`src/rtl/seg7_scan_sched.sv`:
```
// Scan scheduler for a common-anode multi-digit 7-segment display sharing one decoder.
// Holds a frame-aligned shadow of the value, with leading-zero blanking and per-digit blink.
module seg7_scan_sched #(
  parameter int unsigned NDIG     = 4,
  parameter int unsigned DIV      = 1000,
  parameter int unsigned BLANK    = 16,
  parameter int unsigned BLINK_FR = 64
) (
  input  logic              m_clock,
  input  logic              p_reset,
  input  logic [4*NDIG-1:0] iVAL,
  input  logic              iLOAD,
  input  logic              iLZB,
  input  logic [NDIG-1:0]   iBLINK,
  output logic [3:0]        oDIG,
  output logic [NDIG-1:0]   oDIG_EN,
  output logic              oBUSY,
  output logic              oFRAME
);

  localparam int unsigned CntW = (DIV > 1) ? $clog2(DIV) : 1;
  localparam int unsigned IdxW = (NDIG > 1) ? $clog2(NDIG) : 1;
  localparam int unsigned FrW  = (BLINK_FR > 1) ? $clog2(BLINK_FR) : 1;

  localparam logic [CntW-1:0] CntLast  = CntW'(DIV - 1);
  localparam logic [CntW-1:0] CntBlank = CntW'(BLANK);
  localparam logic [IdxW-1:0] IdxLast  = IdxW'(NDIG - 1);
  localparam logic [FrW-1:0]  FrLast   = FrW'(BLINK_FR - 1);

  logic [CntW-1:0]   r_cnt;
  logic [IdxW-1:0]   r_idx;
  logic [4*NDIG-1:0] r_shadow;
  logic [4*NDIG-1:0] r_stage;
  logic              r_pend;
  logic              r_phase;
  logic [FrW-1:0]    r_frcnt;
  logic [3:0]        r_dig;
  logic [NDIG-1:0]   r_dig_en;
  logic              r_frame;

  logic [3:0]        w_nib [NDIG];
  logic [NDIG-1:0]   w_nz;
  logic              w_bound;
  logic              w_on;
  logic              w_sup;
  logic [NDIG-1:0]   w_en_next;

  always_comb begin
    for (int i = 0; i < NDIG; i++) begin
      w_nib[i] = r_shadow[4*i +: 4];
      w_nz[i]  = |r_shadow[4*i +: 4];
    end
  end

  assign w_bound = (r_cnt == CntLast) && (r_idx == IdxLast);
  assign w_on    = (r_cnt >= CntBlank);

  // Digit i>0 is leading-zero blanked when nibbles i..NDIG-1 are all zero.
  assign w_sup = (iLZB && (r_idx != '0) && !(|(w_nz >> r_idx))) ||
                 (r_phase && iBLINK[r_idx]);

  always_comb begin
    w_en_next = '1;
    if (w_on && !w_sup) begin
      w_en_next[r_idx] = 1'b0;
    end
  end

  // Slot/digit scan counters.
  always_ff @(posedge m_clock or negedge p_reset) begin
    if (!p_reset) begin
      r_cnt <= '0;
      r_idx <= '0;
    end else if (r_cnt == CntLast) begin
      r_cnt <= '0;
      r_idx <= (r_idx == IdxLast) ? '0 : r_idx + 1'b1;
    end else begin
      r_cnt <= r_cnt + 1'b1;
    end
  end

  // Capture handshake: shadow only changes at a frame boundary, so a frame never mixes values.
  always_ff @(posedge m_clock or negedge p_reset) begin
    if (!p_reset) begin
      r_stage  <= '0;
      r_shadow <= '0;
      r_pend   <= 1'b0;
    end else if (iLOAD && !r_pend) begin
      r_stage <= iVAL;
      r_pend  <= 1'b1;
    end else if (w_bound && r_pend) begin
      r_shadow <= r_stage;
      r_pend   <= 1'b0;
    end
  end

  always_ff @(posedge m_clock or negedge p_reset) begin
    if (!p_reset) begin
      r_frcnt <= '0;
      r_phase <= 1'b0;
    end else if (w_bound) begin
      if (r_frcnt == FrLast) begin
        r_frcnt <= '0;
        r_phase <= ~r_phase;
      end else begin
        r_frcnt <= r_frcnt + 1'b1;
      end
    end
  end

  always_ff @(posedge m_clock or negedge p_reset) begin
    if (!p_reset) begin
      r_dig    <= 4'h0;
      r_dig_en <= '1;
      r_frame  <= 1'b0;
    end else begin
      r_dig    <= w_nib[r_idx];
      r_dig_en <= w_en_next;
      r_frame  <= w_bound;
    end
  end

  assign oDIG    = r_dig;
  assign oDIG_EN = r_dig_en;
  assign oBUSY   = r_pend;
  assign oFRAME  = r_frame;

endmodule
```
`config.mk`:
```
export PLATFORM = sky130hd
export DESIGN_NAME = seg7_scan_sched
export DESIGN_NICKNAME = d
export VERILOG_FILES = /design/src/rtl/seg7_scan_sched.sv
export SDC_FILE = /design/constraint.sdc
export NUM_CORES = 1
export LEC_CHECK = 0
export BUFFER_PORTS_ARGS = -buffer_cell sky130_fd_sc_hd__buf_4
export CAP_MARGIN = 20
export CORE_MARGIN = 10
export CORE_UTILIZATION = 57
export DETAILED_ROUTE_END_ITERATION = 7
export MAX_ROUTING_LAYER = met4
export PLACE_DENSITY = 0.81
export SYNTH_ARGS = -nofsm -noshare
export SYNTH_HDL_FRONTEND = slang
export SYNTH_SLANG_ARGS = --single-unit
```
`constraint.sdc`:
```
create_clock -name m_clock -period 2.2 [get_ports m_clock]
set_input_delay 0.33 -clock m_clock [delete_from_list [all_inputs] [get_ports m_clock]]
set_output_delay 0.33 -clock m_clock [all_outputs]
set_load 0.01 [all_outputs]
```
==> Word-level counts from Yosys, hierarchy flattened <==
Cells that the tools add are included.
{ "word_totals": {"in_bits": 24, "ff_bits": 61, "word_cells": 59} }
{ "classes": {"n_eq_ne": 3, "n_shift": 1, "n_mux": 13, "n_bitwise": 4, "n_lt_le_gt_ge": 4, "n_reduce_logical": 21, "addsub": 3} }
{ "ops": {"columns": ["operator", "count"], "rows": [
  ["$reduce_or 4->1", 5],
  ["$mux 4", 3],
  ["$add 10x1->10 const B", 1],
  ["$eq 10x10->1 const B", 1],
  ["$ge 10x5->1 const B", 1],
  ["$mux 10", 1],
  ["$bmux 4 s2", 1],
  ["$logic_and 1x1->1", 8],
  ["$add 6x1->6 const B", 1],
  ["$eq 6x6->1 const B", 1],
  ["$mux 6", 1],
  ["$mux 1", 4],
  ["$not 4->4", 1],
  ["$reduce_and 2->1", 2],
  ["$reduce_bool 2->1", 2],
  ["$shr 4x2->4", 1],
  ["$ge 3x3->1 const B", 1],
  ["$logic_not 1->1", 3],
  ["$lt 2x3->1 const B", 1],
  ["$not 2->3", 1],
  ["$add 2x1->2 const B", 1],
  ["$bmux 1 s2", 1],
  ["$demux 1 s2", 1],
  ["$eq 2x2->1 const B", 1],
  ["other kinds (4)", 5]
]} }

==> Logic depth before layout (Yosys ltp) <==
Gate-level depths: netlist (run 1).
{ "depth": {"ltp_word": 9, "depth_mapped": 8, "depth_no_buf": 6} }

==> Worst setup path before layout (run 1) <==
OpenSTA, ideal clock, no wires.
{ "synth_timing": {"path_kind": "register -> register", "from": "register r_cnt[0]", "to": "register r_shadow[10]", "required_time_ps": 2075, "setup_slack_ps": 251, "period_less_slack_ps": 1949, "arrival_ps": 1824, "n_path_buf": 3, "path_stages_with_launch": 9, "path_cell_list": "dfrtp_1 > ha_1 > nand4b_1 > and4bb_1 > buf_6 > and3_4 > buf_8 > buf_12 > mux2_4"} }
{ "synth_between": {"elab_chain_len": 4} }
{ "synth_lines": {"columns": ["item", "line", "rtl"], "rows": [
  ["from (decl)", "30", "logic [CntW-1:0] r_cnt;"],
  ["from (signal assigned)", "78", "r_cnt <= r_cnt + 1'b1;"],
  ["$eq 10x10->1", "55", "assign w_bound = (r_cnt == CntLast) && (r_idx == IdxLast);"],
  ["$logic_and 1x1->1", "55", null],
  ["$logic_and 1x1->1", "91", "end else if (w_bound && r_pend) begin"],
  ["$reduce_and 2->1 (no source line)", null, null],
  ["to (signal assigned)", "92", "r_shadow <= r_stage;"],
  ["to (decl)", "32", "logic [4*NDIG-1:0] r_shadow;"]
]} }
No other way between the ends.
A chain may end at the register's enable or synchronous reset.

==> Final worst setup path (run 1) <==
{ "layout_timing": {"from": "register r_cnt[0]", "to": "register r_shadow[2]"} }
The elaborated chain is that of the path after synthesis.

==> metrics.cfg, run 1 <==
[status]
outcome = finished, final reports clean

[drt]
drtAntennaViolNets = 0
wl_mm = 4.77
drcViolationCount = 0
routed-via-count = 1626
routedWlPerCell_um = 16.5
vias_per_cell = 5.61
drtPass1Iterations = 4
drt_iter0_markers = 82

[logic_synthesis]
synth.avg_cell_area_um2 = 13.9
muxShareOfSynthArea = 0.200
synth-seq-cells = 61
ys_async_sr_fraction = 1.00
syn-num-nets = 225
yosysSeqAreaShare = 0.569
synth-xor-area-share = 0.0293
yosys.area.top_type_share = 0.530
synth-edff-count = 0
ys_top_cells_by_count = 57 x dfrtp_1, 25 x mux2_2, 11 x nand2_1, 11 x nor2_1, 9 x mux2_4
yosys-top-cells-area = dfrtp_1 53%, mux2_2 10%, mux2_4 5.0%
synth_top_family_by_area = multiplexers
synth_ff_type = dfrtp_1
synth.distinct_cells = 37
yosys.area.top_type = dfrtp_1
yosys.area_share.simple = 0.0991
synth_most_common_cell = dfrtp_1
synth_compound_area_frac = 0.0335
ys_warn_count = 0
netlist_instances = 194
netlist_area_um2 = 2690
synthAdderAreaFrac = 0.0326

[worst_setup_path]
slowest_delay_ps = 400
slowest_stage = dfrtp_1
end_kind = flip-flop
cp.arrival_ps = 2160
worstSetupPathType = reg -> reg
worstPathBufferInverterCount = 0
required_ps = 2420
crit_chain = ha_1, nand4b_1, and4bb_1, and3_4, mux2_2
startpoint_type = flip-flop
path_max_fanout = 17
path_delay_family = simple AND/OR/NAND/NOR gates

[clock_network]
postCtsHoldBufs = 0
postCtsSetupBuffers = 0
cts_resized = 0
cts_root_buffer = clkbuf_8
insertion_delay_ps = 330
clkTransAtPathRegs_ps = 60
htree_levels = 3
clock_sinks = 61
tritoncts = built
cts_buffers = 9
clock_path_buffers = 2

[power_and_ir_drop]
p_per_area_nw_per_um2 = 680
vdd_drop_max_mv = 0.648
p_leak_nw = 1.47

[die]
dieArea_um2 = 7870
start_util = 0.601
io_pins = 34
die_h_um = 88.7
row_count = 24
core_um2 = 4470
die_x_um = 88.7

[grt]
grt_pass1_vias = 1736
grt-ovfl-total = 0
grt_pass1_wl_mm = 8.42
grt_start_max_net_pins = 62
track_usage = 0.146
antenna_found_initial = 0

[timing]
finClkSkew_ps = 5.52
tightest_slew_ps = 728
relSlewSlack = 0.515
period_share = 0.882
drv_slew = 0
fmax_mhz = 516
period_minus_slack_ps = 1940
fin_setup_tns_ps = 0
setup_viol = 0
grt_setup_unrepaired = false
hold_viol = 0

[place]
io_buffer_count = 33
dp_cells = 274
hpwl_mm = 3.44
gp_congestion = 0.775

[flow_run]
drv_cap = 0

[layout]
final_nets = 264
drive_above_1_share = 0.399
fin_util = 0.699
areaGrowthSynthToFinish_pct = 16.3
diodes = 0
fin_cells = 290

[min_path]
holdCritPathClass = in -> async

registers in the layout, summed over array words and instances, names as in the netlist:
register	count
r_shadow	16
r_stage	16
oFRAME	1
oDIG_EN	4
oBUSY	1
r_phase	1
oDIG	4
r_idx	2
r_cnt	10
r_frcnt	6
stage by stage:
step	total power, mW	hold slack (ps)	setup WS (ps)	instance area, um^2
finish	2.13	66.3	260	3130
global route	2.24	94.4	151	3130
CTS	2.16	72.2	263	3130
detailed placement	1.28	445	274	2960
global placement	1.28	441	315	2960
floorplan	1.22	34.4	251	2690
power by group:
part / switching [mW] / internal [mW]
Combinational: 0.0334 / 0.0520
Clock: 0.398 / 0.468
Sequential: 0.0186 / 1.16
Total: 0.450 / 1.68
placed cells by master (no fill, tap or decap), types with 2 or more instances in the layout:
cell        n
dfrtp_1    57
buf_4      37
mux2_2     25
nand2_1    11
nor2_1     11
clkbuf_8   11
mux2_4      9
nand3_1     8
xnor2_1     7
ha_1        7
inv_1       5
mux4_2      5
o21ai_0     4
dfstp_2     4
nor3_1      3
a21oi_1     3
nor4_1      3
clkbuf_1    3
and3_4      2
xor2_1      2
nor2b_1     2
o2bb2ai_1   2
a31oi_1     2
and4_1      2
clkinv_2    2
path summary, 6_finish.rpt:
check                           slack, ps  cells past startpoint           to     start
worst max-delay path                  260                      5  r_shadow[2]  r_cnt[0]
worst min-delay path                   70                      1   r_stage[1]   p_reset
worst max register to register        260                      5  r_shadow[2]  r_cnt[0]
worst min register to register        480                      1      r_phase   r_phase
max in group asynchronous            1660                      1  r_stage[13]   p_reset
min in group m_clock                  230                      2   r_stage[4]   iVAL[4]
logic make-up after synthesis:
kind of cell | after synthesis
adder cells (fa/ha/maj) | 7
XOR/XNOR | 9
AND/OR/NAND/NOR | 49
AO/OA/AOI/OAI | 14
multiplexers | 40
flip-flops | 61
buffers and inverters | 14
routing by layer:
metal | vias up | GRT usage | routed length (um)
li1 | 766 | - | -
met4 | 0 | 0.0485 | 55
met3 | 7 | 0.0597 | 244
met1 | 817 | 0.178 | 2180
met5 | - | - | 0
met2 | 36 | 0.215 | 2300
final cells by class:
type                       count  area (um^2)
inverter                       5         18.8
tap                           52         65.1
fill                         329         1350
clock buffer                  14          163
multi-input combinational    119         1060
timing repair buffer          37          278
sequential                    61         1530
clock inverter                 2         10.0
(Power assumes the default switching activity.)
==> inputs of run 2 (changes only) <==
clock period = 1.8 ns   (was 2.2 ns; I/O delays follow)
==> run 2 against run 1 <==
  * Design area is 6.0% higher
  * Largest cell class unchanged
  * Combinational power is 22% higher
  * First-iteration DRC count is 17% higher
  * Highest routed layer unchanged
==> metrics.cfg, run 2 (same netlist as run 1, synthesis figures left out) <==
[timing]
whs_ps = 5.75
period_minus_slack_ps = 1760
setup_viol = 0
relSlewSlack = 0.521
hold_viol = 0
finClkSkew_ps = 6.42
fmax_mhz = 569
grt_setup_unrepaired = true
period_share = 0.977
tightest_slew_ps = 718
drv_slew = 0

[clock_network]
clkTransAtPathRegs_ps = 60
clock_path_buffers = 2
clock_sinks = 61
cts_root_buffer = clkbuf_8
cts_buffers = 9
htree_levels = 3
postCtsHoldBufs = 0
insertion_delay_ps = 330
tritoncts = built

[layout]
final_nets = 278
seqCellArea_um2 = 1530
final_common_cell = dfrtp_1
multi_input_area_um2 = 1060
final_area_um2 = 3310
top_regs = r_shadow: 16 flops, r_stage: 16 flops, r_cnt: 10 flops
layout_common_cells = 56 x dfrtp_1, 49 x buf_4, 25 x mux2_2
fill_cells = 303
diodes = 0
areaGrowthSynthToFinish_pct = 23.2
drive_above_1_share = 0.448
fin_util = 0.741

[drt]
wl_mm = 4.94
routed-via-count = 1649
routedWlPerCell_um = 16.3
drt_iter0_markers = 96
drtPass1Iterations = 4
drtAntennaViolNets = 0
drcViolationCount = 0
vias_per_cell = 5.42

[die]
core_um2 = 4470
row_count = 24
die_h_um = 88.7
die_x_um = 88.7
io_pins = 34
start_util = 0.601
dieArea_um2 = 7870

[power_and_ir_drop]
p_leak_nw = 1.57
vdd_drop_max_mv = 0.718
p_per_area_nw_per_um2 = 873

[grt]
track_usage = 0.144
grt_pass1_vias = 1719
grt-ovfl-total = 0
grt_pass1_wl_mm = 8.49
antenna_found_initial = 0
grt_start_max_net_pins = 62

[worst_setup_path]
cp.arrival_ps = 1970
path_max_fanout = 8
worstSetupPathType = reg -> reg
startpoint_type = flip-flop
end_kind = flip-flop
required_ps = 2010

[place]
gp_congestion = 0.807
place_area_um2 = 3080
hpwl_mm = 3.56
io_buffer_count = 33

[status]
outcome = finished, final reports clean

[flow_run]
drv_cap = 0

[min_path]
holdCritPathClass = in -> async

## run 2: cell types whose count changed in the layout (fill, tap and decap cells not counted), sizes merged
cell	delta
buf	+14
bufinv	+2
clkbuf	-2
## run 2: final cells by class
class                      count  share of cell area
multi-input combinational    119               0.321
timing repair buffer          51               0.123
clock inverter                 4              0.0211
sequential                    61               0.462
clock buffer                  12              0.0468
inverter                       5             0.00566
tap                           52              0.0196
## run 2: final timing paths
kind                               end  cells after the start  slack [ps]  startpoint
setup / recovery           r_shadow[0]                      6          40    r_cnt[1]
hold / removal              r_stage[1]                      1           6     p_reset
setup reg to reg           r_shadow[0]                      6          40    r_cnt[1]
hold reg to reg                r_phase                      1         480     r_phase
max in group asynchronous     r_idx[0]                      1        1290     p_reset
min in group m_clock        r_stage[0]                      2         170     iVAL[0]
## run 2: report_power, final
group | switching [mW] | internal (mW) | leakage [nW]
sequential | 0.0227 | 1.41 | 0.792
clock | 0.503 | 0.851 | 0.116
combinational | 0.0403 | 0.0636 | 0.663
total | 0.566 | 2.33 | 1.57
## run 2: layer usage
layer | GRT usage | vias to the layer above | part of all wire
met4 | 0.0558 | 0 | 0.015
li1 | - | 804 | -
met2 | 0.215 | 31 | 0.48
met1 | 0.181 | 808 | 0.46
met3 | 0.0423 | 6 | 0.043
met5 | - | - | 0
## run 2: what timing repair did
| item | in CTS | in global routing |
|---|---|---|
| endpoints found under the hold margin | 0 | 0 |
| endpoints found under the setup margin | 0 | 14 |
| buffers inserted | 0 | 1 |
| resized for setup | 0 | 1 |
## run 2: critical path: stages, from the launching register on
cell,delay [ps]
dfrtp_1,360
ha_2,190
nand4b_1,100
and4bb_1,310
and3_4,230
buf_12,130
mux2_2,330
## run 2: through the flow
| step | setup slack (ps) | TNS [ps] | total power, mW | std cells |
|---|---|---|---|---|
| final | 41.9 | 0 | 2.89 | 304 |
| after global routing | -32.4 | -248 | 2.98 | 304 |
| after CTS | 36.8 | 0 | 2.92 | 303 |
| after detailed placement | 48.7 | 0 | 1.57 | 287 |
| after global placement | 115 | 0 | 1.56 | 287 |
| after floorplan | -138 | -1500 | 1.49 | 194 |
